[src/rtl/naf_recode.sv]
// Recodes an unsigned scalar into non-adjacent form, one signed digit per clock (+1=01, -1=11, 0=00).
// Latency n+1 cycles after start for n digits; start is ignored while busy (no backpressure otherwise).
module naf_recode #(
  parameter int KW = 256,
  parameter int HW = 1024
) (
  input  logic          clk,
  input  logic          rstn,
  input  logic [KW-1:0] k,
  input  logic          start,
  output logic [HW-1:0] h,
  output logic [31:0]   hlength,
  output logic          busy,
  output logic          done
);

  localparam int IW = $clog2(HW);
  localparam logic [KW:0] ONE = {{KW{1'b0}}, 1'b1};

  typedef enum logic {IDLE, RUN} state_t;

  state_t        state_q;
  logic [KW:0]   kr_q, kr_d;
  logic [31:0]   cnt_q;
  logic [HW-1:0] h_q;
  logic [31:0]   hlength_q;
  logic          busy_q, done_q;
  logic [1:0]    digit_d;
  logic [IW-1:0] slot_d;

  // kr is one bit wider than k so the +1 on a trailing ...11 pattern never wraps.
  always_comb begin
    digit_d = 2'b00;
    kr_d    = kr_q >> 1;
    if (kr_q[1:0] == 2'b01) begin
      digit_d = 2'b01;
      kr_d    = (kr_q - ONE) >> 1;
    end else if (kr_q[1:0] == 2'b11) begin
      digit_d = 2'b11;
      kr_d    = (kr_q + ONE) >> 1;
    end
  end

  assign slot_d = {cnt_q[IW-2:0], 1'b0};

  always_ff @(posedge clk) begin
    if (!rstn) begin
      state_q   <= IDLE;
      kr_q      <= '0;
      cnt_q     <= '0;
      h_q       <= '0;
      hlength_q <= '0;
      busy_q    <= 1'b0;
      done_q    <= 1'b0;
    end else begin
      done_q <= 1'b0;
      case (state_q)
        IDLE: begin
          if (start) begin
            kr_q    <= {1'b0, k};
            h_q     <= '0;
            cnt_q   <= '0;
            busy_q  <= 1'b1;
            state_q <= RUN;
          end
        end
        RUN: begin
          if (kr_q == '0) begin
            hlength_q <= cnt_q;
            busy_q    <= 1'b0;
            done_q    <= 1'b1;
            state_q   <= IDLE;
          end else begin
            h_q[slot_d +: 2] <= digit_d;
            kr_q             <= kr_d;
            cnt_q            <= cnt_q + 32'd1;
          end
        end
        default: state_q <= IDLE;
      endcase
    end
  end

  assign h       = h_q;
  assign hlength = hlength_q;
  assign busy    = busy_q;
  assign done    = done_q;

  a_busy_done_excl: assert property (@(posedge clk) !(busy_q && done_q));

endmodule
[config.mk]
export PLATFORM = sky130hd
export DESIGN_NAME = naf_recode
export DESIGN_NICKNAME = d
export VERILOG_FILES = /design/src/rtl/naf_recode.sv
export SDC_FILE = /design/constraint.sdc
export NUM_CORES = 2
export LEC_CHECK = 0
export ABC_AREA = 1
export BUFFER_PORTS_ARGS = -buffer_cell sky130_fd_sc_hd__buf_2
export CORE_AREA = 2 2 512 514
export CTS_CLUSTER_SIZE = 30
export DETAILED_ROUTE_END_ITERATION = 7
export DIE_AREA = 0 0 514 516
export SYNTH_ARGS = -nofsm -noshare
export SYNTH_HDL_FRONTEND = slang
export SYNTH_SLANG_ARGS = --single-unit
[constraint.sdc]
create_clock -name clk -period 2.5 [get_ports clk]
set_input_delay 0.5 -clock clk [delete_from_list [all_inputs] [get_ports clk]]
set_output_delay 0.5 -clock clk [all_outputs]
set_load 0.02 [all_outputs]
==> results.toml <==
[final_layout]
drive_above_1_share_pct = 31.7
fillers = 27500
nets = 14800
mostFrequentLayoutCells = "nand2_1, buf_4, nor2_1"
instances_no_fill = 18100
regArea_um2 = 27000
layout_commonest_cell = "nand2_1"
multi_input_area_um2 = 41900
synthToLayoutAreaGrowth_pct = 52.5
final_area_um2 = 111000

[power_and_ir_drop]
power_density_nw_per_um2 = 544
total_power_uw = 60100
p_leak_uw = 0.0467
ir_drop_mv = 0.765

[timing]
setup_tns_ps = -127360
fin_ws_ps = -266
report.final.slew_viol_count = 0
skew_ps = 110
setup-violations-final = 1155
rsz0062_at_grt = "yes"
max_freq_ghz = 0.362
fin_crit_sh_pct = 111
finalHoldViolCount = 0
relSlewSlack_pct = 24.8
min_period_ps = 2770
tightest_slew_ps = 1130

[synthesis]
synthCells = 11500
synthDistinctLibCells = 46
ys_warn_count = 0
syn_area_um2 = 72500
synth_largest_area_cell = "dfxtp_1"
syn_area_per_cell_um2 = 6.31
yosysTopAreaCellShare_pct = 37.2
synth_nets = 11800
ys_seq_area_share_pct = 37.2
ys_ff_latch = 1347
synth_area_leaders = "dfxtp_1, nand3_1, nand2_1, nor2_1, a21oi_1"

[placed_design]
dpl-instance-area_um2 = 98200
gp_congestion = 1.07
dpl.cell_count = 17600
hpwl_um = 441000
pre_cts_slack_ps = -786
portBuffers = 1316

[grt]
grt_max_degree = 176
gr-usage-all-layers_pct = 39.4
overflow = 0
grt_antenna_before_repair = 56
grt_pass1_vias = 89800
grt_pass1_wl_um = 726000

[detailed_routing]
wire_per_inst_um = 30.4
first_pass_iters = 7
drt_wl_total_um = 552000
drtIter0Drc = 12600
avgViaCountPerCell = 5.41
via_count = 98300
antenna_left = 0
drcViolationCount = 0

[setup_path]
worstPathArrival_ps = 3470
critical_path.slowest_cell = "bufbuf_16"
worstSetupEndpointType = "flip-flop"
critical_path_class = "flip-flop to flip-flop"
cpPeakStageDelay_ps = 360
path_cells = "nor2_4 -> buf_6 -> nand3_4 -> nor2_4 -> nand2_1 -> nor2_2 -> nand2_2 -> nor2_4 -> buf_6 -> nand2_8 -> buf_12 -> buf_12 -> bufbuf_16 -> nand2_1 -> inv_1 -> nand3_1 -> a21oi_1"
crit_path_start_kind = "flip-flop"
timing.critical_path.mode_cell = "nor2_4"
worstPathRequired_ps = 3200
path_max_fanout = 31

[job]
cap_viol_max_count = 0

[die]
die_h_um = 516
dieWidth_um = 514
core_um2 = 259000
core.rowCount = 187
start_util_pct = 28.0
dieArea_um2 = 265000
pin_count = 1317

[min_path]
hold_class = "primary input to flip-flop"

[cts]
clk_latency_ps = 920
clk_pin_slew_worst_paths_ps = 60
h-tree-depth = 4
clock-sinks = 1347
cts_root_buf = "clkbuf_16"
cts_buffers = 161
cts_tree = "yes"
cts_buffer_depth = 3

[outcome]
violations = "negative setup slack"
outcome = "finished with violations"
[synthesized netlist by cell type (all sizes together)]
| cell | count |
|---|---|
| ha | 5 |
| clkinv | 11 |
| nor3 | 256 |
| nor4 | 22 |
| a21oi | 946 |
| nand3 | 1809 |
| nand4 | 391 |
| nand2 | 2256 |
| xor2 | 36 |
| a22oi | 4 |
| or2 | 6 |
| o22ai | 25 |
| nand3b | 30 |
| a31oi | 21 |
| inv | 1009 |
| nor2 | 2015 |
| buf | 269 |
| o211ai | 9 |
| mux2i | 15 |
| dfxtp | 1347 |
| and3 | 3 |
| and2 | 7 |
| xnor2 | 13 |
| o21ai | 576 |
| clkbuf | 396 |
| o21a | 27 |
[path summary, 6_finish.rpt]
check             slack, ps                     end                   start  depth (start not counted)
setup / recovery       -270      h[27]$_SDFFE_PN0P_  kr_q[202]$_SDFFE_PN0P_                         17
hold / removal           40  kr_q[227]$_SDFFE_PN0P_                  k[227]                          5
setup reg to reg       -270      h[27]$_SDFFE_PN0P_  kr_q[202]$_SDFFE_PN0P_                         17
hold reg to reg         460     h[472]$_SDFFE_PN0P_     h[472]$_SDFFE_PN0P_                          2
[per-layer routing]
metal  vias to the layer above  GRT usage [%]  share of wire (%)
met4                        24           30.2                9.6
met1                     46700           47.8                 38
li1                      44200              -                  -
met3                      1398           12.8                 12
met2                      5924           57.4                 41
met5                         -          0.270              0.048
[timing repair]
| item | in CTS | in global routing |
|---|---|---|
| setup buffers | 71 | 54 |
| pin swaps | 125 | 167 |
| setup endpoints to repair | 1347 | 1346 |
| hold buffers | 78 | 0 |
| cloned | 24 | 14 |
| resized for setup | 568 | 637 |
| endpoints found under the hold margin | 78 | 0 |
[logic make-up (layout without fill, tap and decap cells)]
kind of cell | Yosys count | after routing | share of synthesized area [%]
buffers and inverters | 1685 | 4887 | 9.30
XOR/XNOR | 49 | 49 | 0.592
multiplexers | 15 | 15 | 0.207
flip-flops | 1347 | 1347 | 37.2
AND/OR/NAND/NOR | 6795 | 6795 | 40.8
adder cells (fa/ha/maj) | 5 | 5 | 0.0862
other | 0 | 41 | 0
AO/OA/AOI/OAI | 1608 | 1608 | 11.9
[cell type report]
type / count / share of cell area (%)
antenna: 41 / 0.0927
clock buffer: 226 / 4.13
clock inverter: 64 / 1.10
inverter: 1020 / 3.56
multi-input combinational: 8472 / 37.9
sequential: 1347 / 24.4
tap: 3402 / 3.85
timing repair buffer: 3577 / 25.0
[worst max-delay path: cells and delay by family, from the launching register on]
kind            cells  cell delay (ps)
simple gates       10             1070
buf+inv             6             1000
flops               1              330
compound gates      1               80
[state kept, by name, indices dropped and copies added (netlist names)]
| register | cells |
|---|---|
| h | 1024 |
| kr_q | 256 |
| cnt_q | 32 |
| hlength | 32 |
| busy | 1 |
| done | 1 |
| state_q | 1 |
[metrics by stage]
step	hold slack, ps	util [%]
floorplan	452	-
global placement	446	37.9
detailed placement	447	37.9
CTS	0.835	41.6
global route	35.1	42.7
finish	43.4	42.7
[report_power, final]
group	total [uW]	leakage [uW]	switching (uW)	internal, uW
registers	22500	0.0109	420	22100
logic	11500	0.0330	7500	3950
clock network	26200	0.00280	11200	15000
total	60100	0.0467	19100	41100
(Power assumes the default switching activity.)
